--- config.mk ---
export PLATFORM = sky130hd
export DESIGN_NAME = dqs_dly_scan_flat
export DESIGN_NICKNAME = d
export VERILOG_FILES = /design/src/rtl/dqs_dly_scan_if.sv /design/src/rtl/dqs_dly_scan.sv /design/src/flat_wrapper.sv
export SDC_FILE = /design/constraint.sdc
export NUM_CORES = 1
export LEC_CHECK = 0
export CORE_ASPECT_RATIO = 0.8
export CORE_MARGIN = 4
export CORE_UTILIZATION = 58
export CTS_CLUSTER_DIAMETER = 100
export DETAILED_ROUTE_END_ITERATION = 7
export HOLD_SLACK_MARGIN = 0.08
export MAX_ROUTING_LAYER = met4
export PLACE_DENSITY = 0.82
export SLEW_MARGIN = 20
export SYNTH_ARGS = -nofsm -noshare
export SYNTH_HDL_FRONTEND = slang
export SYNTH_SLANG_ARGS = --single-unit
--- constraint.sdc ---
create_clock -name i_clk -period 3.9 [get_ports i_clk]
set_input_delay 0.585 -clock i_clk [delete_from_list [all_inputs] [get_ports i_clk]]
set_output_delay 0.585 -clock i_clk [all_outputs]
set_load 0.02 [all_outputs]
--- src/rtl/dqs_dly_scan_if.sv ---
// dqs_dly_scan_if: scan request, delay-line drive and per-tap result bundle for the DQS tap scanner
interface dqs_dly_scan_if #(
    parameter int DLY_WIDTH = 5
);
    logic                 start;
    logic                 dly_ready;
    logic                 sample_in;
    logic [DLY_WIDTH-1:0] dly_data;
    logic                 ld;
    logic                 set;
    logic                 busy;
    logic                 done;
    logic                 res_valid;
    logic [DLY_WIDTH-1:0] res_tap;
    logic [7:0]           res_ones;
    logic                 edge_found;
    logic [DLY_WIDTH-1:0] edge_tap;
    modport master (
        input  start, dly_ready, sample_in,
        output dly_data, ld, set, busy, done, res_valid, res_tap, res_ones, edge_found, edge_tap
    );
    modport slave (
        output start, dly_ready, sample_in,
        input  dly_data, ld, set, busy, done, res_valid, res_tap, res_ones, edge_found, edge_tap
    );
endinterface

--- src/rtl/dqs_dly_scan.sv ---
// dqs_dly_scan: sweeps the DQS delay tap range and reports the first tap where the sampled majority flips
module dqs_dly_scan #(
    parameter int DLY_WIDTH     = 5,
    parameter int SETTLE_CYCLES = 8,
    parameter int SAMPLE_COUNT  = 16
) (
    input  logic           i_clk,
    input  logic           i_rst,
    dqs_dly_scan_if.master m_if
);
    typedef enum logic [2:0] {IDLE, WAIT_RDY, LOAD, SET, SETTLE, SAMPLE, REPORT, FIN} state_t;
    localparam logic [DLY_WIDTH-1:0] TAP_MAX = '1;
    state_t               r_state, w_next;
    logic [DLY_WIDTH-1:0] r_tap, r_dly, r_edge_tap, w_dly;
    logic [15:0]          r_cnt;
    logic [7:0]           r_ones;
    logic [1:0]           r_sync;
    logic                 r_prev_maj, r_edge_found, w_maj, w_abort, w_accept, w_commit;
    // losing IDELAYCTRL ready anywhere in the per-tap sequence throws that attempt away
    assign w_abort  = (r_state inside {LOAD, SET, SETTLE, SAMPLE, REPORT}) && !m_if.dly_ready;
    assign w_accept = (r_state == IDLE) && m_if.start;
    assign w_commit = (r_state == REPORT) && m_if.dly_ready;
    assign w_maj    = {r_ones, 1'b0} > 9'(SAMPLE_COUNT);
    assign w_dly    = (r_state == LOAD || r_state == SET) ? r_tap : r_dly;
    always_comb begin
        w_next = r_state;
        case (r_state)
            IDLE:     w_next = m_if.start ? WAIT_RDY : IDLE;
            WAIT_RDY: w_next = m_if.dly_ready ? LOAD : WAIT_RDY;
            LOAD:     w_next = SET;
            SET:      w_next = SETTLE;
            SETTLE:   w_next = (r_cnt == 16'(SETTLE_CYCLES - 1)) ? SAMPLE : SETTLE;
            SAMPLE:   w_next = (r_cnt == 16'(SAMPLE_COUNT - 1)) ? REPORT : SAMPLE;
            REPORT:   w_next = (r_tap == TAP_MAX) ? FIN : LOAD;
            FIN:      w_next = IDLE;
            default:  w_next = IDLE;
        endcase
        if (w_abort) w_next = WAIT_RDY;
    end
    always_ff @(posedge i_clk) begin
        if (i_rst) begin
            r_state      <= IDLE;
            r_tap        <= '0;
            r_dly        <= '0;
            r_cnt        <= '0;
            r_ones       <= '0;
            r_sync       <= '0;
            r_prev_maj   <= 1'b0;
            r_edge_found <= 1'b0;
            r_edge_tap   <= '0;
        end else begin
            r_state <= w_next;
            r_sync  <= {r_sync[0], m_if.sample_in};
            r_dly   <= w_dly;
            r_cnt   <= (w_next != r_state) ? 16'd0 : r_cnt + 16'd1;
            r_ones  <= (r_state == SAMPLE && !w_abort) ? r_ones + 8'(r_sync[1]) : 8'd0;
            if (w_accept) begin
                r_tap        <= '0;
                r_edge_found <= 1'b0;
                r_edge_tap   <= '0;
            end
            if (w_commit) begin
                r_prev_maj <= w_maj;
                if (r_tap != TAP_MAX) r_tap <= r_tap + DLY_WIDTH'(1);
                if (r_tap != '0 && !r_edge_found && w_maj != r_prev_maj) begin
                    r_edge_found <= 1'b1;
                    r_edge_tap   <= r_tap;
                end
            end
        end
    end
    assign m_if.dly_data   = w_dly;
    assign m_if.ld         = r_state == LOAD;
    assign m_if.set        = r_state == SET;
    assign m_if.busy       = r_state != IDLE;
    assign m_if.done       = r_state == FIN;
    assign m_if.res_valid  = w_commit;
    assign m_if.res_tap    = r_tap;
    assign m_if.res_ones   = r_ones;
    assign m_if.edge_found = r_edge_found;
    assign m_if.edge_tap   = r_edge_tap;
endmodule

--- src/flat_wrapper.sv ---
// flat-port wrapper written by rule: the top's interface ports become plain ports
module dqs_dly_scan_flat 
#(
    parameter int DLY_WIDTH     = 5,
    parameter int SETTLE_CYCLES = 8,
    parameter int SAMPLE_COUNT  = 16
)
  (i_clk, i_rst, m_if_start, m_if_dly_ready, m_if_sample_in, m_if_dly_data, m_if_ld, m_if_set, m_if_busy, m_if_done, m_if_res_valid, m_if_res_tap, m_if_res_ones, m_if_edge_found, m_if_edge_tap);
  dqs_dly_scan_if #(.DLY_WIDTH(DLY_WIDTH)) m_if_i ();
  input  logic i_clk;
  input  logic i_rst;
  input wire logic [$bits(m_if_i.start)-1:0] m_if_start;
  input wire logic [$bits(m_if_i.dly_ready)-1:0] m_if_dly_ready;
  input wire logic [$bits(m_if_i.sample_in)-1:0] m_if_sample_in;
  output wire logic [$bits(m_if_i.dly_data)-1:0] m_if_dly_data;
  output wire logic [$bits(m_if_i.ld)-1:0] m_if_ld;
  output wire logic [$bits(m_if_i.set)-1:0] m_if_set;
  output wire logic [$bits(m_if_i.busy)-1:0] m_if_busy;
  output wire logic [$bits(m_if_i.done)-1:0] m_if_done;
  output wire logic [$bits(m_if_i.res_valid)-1:0] m_if_res_valid;
  output wire logic [$bits(m_if_i.res_tap)-1:0] m_if_res_tap;
  output wire logic [$bits(m_if_i.res_ones)-1:0] m_if_res_ones;
  output wire logic [$bits(m_if_i.edge_found)-1:0] m_if_edge_found;
  output wire logic [$bits(m_if_i.edge_tap)-1:0] m_if_edge_tap;
  assign m_if_i.start = m_if_start;
  assign m_if_i.dly_ready = m_if_dly_ready;
  assign m_if_i.sample_in = m_if_sample_in;
  assign m_if_dly_data = m_if_i.dly_data;
  assign m_if_ld = m_if_i.ld;
  assign m_if_set = m_if_i.set;
  assign m_if_busy = m_if_i.busy;
  assign m_if_done = m_if_i.done;
  assign m_if_res_valid = m_if_i.res_valid;
  assign m_if_res_tap = m_if_i.res_tap;
  assign m_if_res_ones = m_if_i.res_ones;
  assign m_if_edge_found = m_if_i.edge_found;
  assign m_if_edge_tap = m_if_i.edge_tap;
  dqs_dly_scan #(.DLY_WIDTH(DLY_WIDTH), .SETTLE_CYCLES(SETTLE_CYCLES), .SAMPLE_COUNT(SAMPLE_COUNT)) u_core (.i_clk(i_clk), .i_rst(i_rst), .m_if(m_if_i));
endmodule
Word-level counts from Yosys, hierarchy flattened
Cells that the tools add are included.
Storage, ports and cells
  register bits: 46
  logic and storage cells: 60
Cells by class
  add/sub/neg operators: 3
  magnitude comparators: 1
  equality and inequality tests: 13
  multiplexer cells: 17
  bitwise gates (word level): 1
  reduce and logical (&&, ||, !) cells: 16
Operator list (number)
  $mux 5: 7
  $pmux 3 s8: 1
  $add 16x1->16 const B: 1
  $eq 16x3->1 const B: 1
  $eq 16x4->1 const B: 1
  $eq 3x3->1 const B: 4
  $reduce_bool 5->1: 2
  $gt 9x5->1 const B: 1
  $add 8x1->8: 1
  $eq 3x2->1 const B: 2
  $logic_and 1x1->1: 6
  $mux 3: 2
  $add 5x1->5 const B: 1
  $eq 5x5->1 const B: 1
  $mux 1: 5
  $ne 5x5->1 const B: 1
  $mux 2: 2
  $reduce_or 2->1: 2
  $eq 3x1->1 const B: 1
  $logic_not 1->1: 3
  $logic_not 3->1: 1
  $ne 3x3->1: 1
  $reduce_bool 3->1: 1
  $logic_or 1x1->1: 1
  2 further kinds: 2

Depth between registers and ports, before layout
  word-level depth: 7
  mapped depth: 10

Worst setup path before layout
OpenSTA, ideal clock, no wires.
  path kind: register to register
  start: register u_core.r_tap[0] (netlist: u_core.m_if.res_tap[0])
  end: register u_core.r_cnt[5]
  setup time: 88 ps
  data arrival time: 2398 ps
  data required time: 3812 ps
  slack: 1414 ps
  cell stages (with the launch flop): 10
  buffers on the path: 2
  period minus slack after synthesis: 2486 ps
  path through: dfxtp_1 > ha_1 > and3_1 > ha_1 > a311oi_2 > o31a_1 > or3_1 > buf_1 > buf_2 > nor4_4
Between the ends
  cells in the longest elaborated chain, start to end: 6
RTL lines
  start: declaration: line dqs_dly_scan.sv:14  | logic [DLY_WIDTH-1:0] r_tap, r_dly, r_edge_tap, w_dly;
  start signal: assignment: line dqs_dly_scan.sv:64  | if (r_tap != TAP_MAX) r_tap <= r_tap + DLY_WIDTH'(1);
  $eq 5x5->1: line dqs_dly_scan.sv:34  | REPORT: w_next = (r_tap == TAP_MAX) ? FIN : LOAD;
  $mux 3: line dqs_dly_scan.sv:34
  $pmux 3 s8: line dqs_dly_scan.sv:27  | case (r_state)
  $mux 3: line dqs_dly_scan.sv:38  | if (w_abort) w_next = WAIT_RDY;
  $ne 3x3->1: line dqs_dly_scan.sv:55  | r_cnt <= (w_next != r_state) ? 16'd0 : r_cnt + 16'd1;
  $reduce_or 2->1 (no source line)
  end signal: assignment: line dqs_dly_scan.sv:55
  end: declaration: line dqs_dly_scan.sv:15  | logic [15:0] r_cnt;
Every way passes these cells.
A chain may end at the register's enable or synchronous reset.

Worst setup path after layout
  start: register u_core.r_state[2]
  end: register u_core.r_cnt[15]
Between the ends
  cells in the longest elaborated chain, start to end: 6
  elaborated cells between the ends (all ways): 14
  those cells by class: eq/ne (8); mux (2); reduce/logical (4)
RTL lines
  start: declaration: line dqs_dly_scan.sv:13  | state_t r_state, w_next;
  start signal: assignment: line dqs_dly_scan.sv:52  | r_state <= w_next;
  $eq 3x2->1 or $eq 3x3->1 (tied branches): line dqs_dly_scan.sv:20, dqs_dly_scan.sv:27
  $reduce_bool 5->1: line dqs_dly_scan.sv:20  | assign w_abort = (r_state inside {LOAD, SET, SETTLE, SAMPLE, REPORT}) && !m_if.dly_ready;
  $logic_and 1x1->1: line dqs_dly_scan.sv:20
  $mux 3: line dqs_dly_scan.sv:38
  $ne 3x3->1 (*): line dqs_dly_scan.sv:55
  $reduce_or 2->1 (no source line) (*)
Mark *: on every way between the ends. The rest lies on a longest branch, timed or not.

==> flow_summary.yaml <==
status:
  outcome: "finished, final reports clean"
die:
  die_y_um: 65.3
  die_width_um: 79.6
  ios: 34
  rows: 20
  core-area_sq_um: 3880
  start_util_pct: 61.3
  die_area_sq_um: 5190
logic_synthesis:
  synthCells: 249
  synth_nets: 263
  synthArstFlopShare_pct: 0
  ys_ff_latch: 46
  ys.flop_type: "dfxtp_1"
  ys_seq_area_share_pct: 38.7
  synth_area_per_cell_sq_um: 9.55
  synth_cell_types: 46
  synth_edf_count: 0
  mappedNetlistArea_sq_um: 2380
  yosys_warnings: 0
flow_run:
  maxCapViolCount: 0
clocking:
  clk_pin_slew_ps: 90
  htreeDepth: 2
  hold_buffers: 0
  postCtsSetupRepairBufs: 0
  clock-sinks: 46
  cts_tree: "yes"
  cts_root_buffer: "clkbuf_8"
  ctsResizeCount: 0
  numCtsBuffers: 5
  clockBufferDepth: 2
  clock_latency_ps: 310
critical_path:
  end_kind: "register"
  worstPathRequired_ps: 4110
  crit_path_start_kind: "register"
  cp_max_fo: 18
  arrival_ps: 3360
  timing_worst_setup_path_type: "register to register"
route:
  vias_per_cell: 5.80
  drt_first_pass_iters: 4
  wire_per_inst_um: 14.8
  wl_um: 4930
  drc: 0
  drtIter0Drc: 103
  antenna_left: 0
  via_count: 1931
global_route:
  grt_max_degree: 25
  grt_pass1_vias: 1804
  grt_pass1_wl_um: 8650
  grtUsageTotal_pct: 21.5
  gr-total-overflow: 0
  grt_antenna_before_repair: 0
sta:
  finalHoldViolations: 0
  fin_crit_ps: 3150
  fin_skew_ps: 9.40
  finalSetupViolations: 0
  slew_headroom_pct: 37.3
  max_freq_mhz: 317
  slew_violations: 0
  fin_crit_sh_pct: 80.9
  finalSetupTns_ps: 0
  rsz0062_at_grt: "no"
  tightest_slew_ps: 938
cells_and_area:
  seqCellArea_sq_um: 921
  fillerInstances: 299
  most-common-layout-cells: "46 x dfxtp_1, 33 x clkdlybuf4s50_1, 19 x nor2_1"
  diodes: 0
  nets: 291
  area_growth_pct: 18.1
  multi_input_area_sq_um: 1350
  drive_gt1_share_pct: 12.9
  mostFrequentLayoutCell: "dfxtp_1"
place:
  place_hpwl_um: 3470
  gp_congestion: 0.893
  port_buffers: 33
pwr:
  leakagePower_nw: 0.950
  power_mw: 0.861
  p_per_area_nw_per_um2: 307
  vdd_ir_drop_max_v: 0.000298
hold_path:
  worst_hold_path_type: "register to register"
layout make-up:
| type | instances | share of cell area (%) |
|---|---|---|
| Sequential cell | 46 | 32.8 |
| Clock buffer | 5 | 2.45 |
| Timing Repair Buffer | 34 | 12.0 |
| Tap cell | 55 | 2.45 |
| Multi-Input combinational cell | 181 | 48.1 |
| Inverter | 9 | 1.20 |
| Clock inverter | 3 | 0.892 |
synth_stat cells (2+ instances only):
master | number | share of area, %
clkbuf_1 | 4 | 0.63
and3_1 | 5 | 1.3
or4_1 | 2 | 0.63
a21oi_1 | 11 | 2.3
nor3_1 | 13 | 2.7
or4_4 | 2 | 0.95
xnor2_1 | 7 | 2.6
nor4_1 | 6 | 1.6
xor2_1 | 13 | 4.8
inv_1 | 9 | 1.4
o21ai_0 | 5 | 1.1
buf_2 | 6 | 1.3
dfxtp_1 | 46 | 39
nand3_1 | 13 | 2.7
nor2b_1 | 9 | 2.4
nand4_1 | 7 | 1.8
a22oi_1 | 2 | 0.63
nor4_4 | 2 | 1.8
mux2_2 | 5 | 2.4
nand2_1 | 8 | 1.3
or3_1 | 4 | 1.1
ha_1 | 9 | 4.7
nor4b_1 | 3 | 1.1
buf_6 | 2 | 0.95
nand3b_1 | 7 | 2.2
o31a_1 | 2 | 0.74
a31o_2 | 2 | 0.74
nor4_2 | 9 | 4.7
nor2_1 | 19 | 3.0
through the flow:
stage / util (%) / hold WS [ps] / worst slack, ps / cells / cell area (sq um)
after floorplan: - / 414 / 1410 / 249 / 2380
after global placement: 69.9 / 420 / 1040 / 325 / 2710
after detailed placement: 69.9 / 432 / 875 / 325 / 2710
after CTS: 72.4 / 449 / 802 / 333 / 2810
after global routing: 72.4 / 459 / 551 / 333 / 2810
final: 72.4 / 445 / 746 / 333 / 2810
power breakdown:
group	internal (mW)	total (mW)	leakage, nW	switching, mW
registers	0.474	0.481	0.371	0.00641
logic	0.0285	0.0777	0.534	0.0493
clock network	0.129	0.302	0.0447	0.173
total	0.632	0.861	0.950	0.229
routing by layer:
| metal | GRT usage, % | vias up | wire, um |
|---|---|---|---|
| li1 | - | 958 | - |
| met3 | 3.70 | 6 | 296 |
| met5 | - | - | 0 |
| met4 | 7.08 | 0 | 65 |
| met2 | 32.6 | 55 | 2220 |
| met1 | 29.2 | 912 | 2350 |
path summary, 6_finish.rpt:
check                                             startpoint                           to  slack, ps  cells after the start
worst max-delay path            u_core.r_state[2]$_SDFF_PP0_  u_core.r_cnt[15]$_SDFF_PP0_        750                      7
worst min-delay path             u_core.r_sync[0]$_SDFF_PP0_  u_core.r_sync[1]$_SDFF_PP0_        440                      1
worst max register to register  u_core.r_state[2]$_SDFF_PP0_  u_core.r_cnt[15]$_SDFF_PP0_        750                      7
worst min register to register   u_core.r_sync[0]$_SDFF_PP0_  u_core.r_sync[1]$_SDFF_PP0_        440                      1
worst max-delay path, cell delays in order, from the launching register on:
cell	delay [ps]
dfxtp_1	680
inv_1	190
ha_1	330
nor3_1	280
a21boi_1	400
nor4_1	100
or3_1	690
nor4_1	380
sequential cells by signal, indices dropped and copies added, names as in the netlist:
signal / flops
u_core.r_sync: 2
u_core.m_if.edge_tap: 5
u_core.r_prev_maj: 1
u_core.m_if.edge_found: 1
u_core.r_dly: 5
u_core.r_state: 3
u_core.m_if.res_tap: 5
u_core.m_if.res_ones: 8
u_core.r_cnt: 16
cells by family after synthesis:
logic type	Yosys count	share of synthesized area, %
xor+xnor	20	7.37
compound gates	33	11.4
flops	46	38.7
fa+ha+maj	9	4.74
mux	5	2.37
simple gates	114	31.0
buf+inv	22	4.42
No activity file was read; power rests on OpenSTA's default activity.
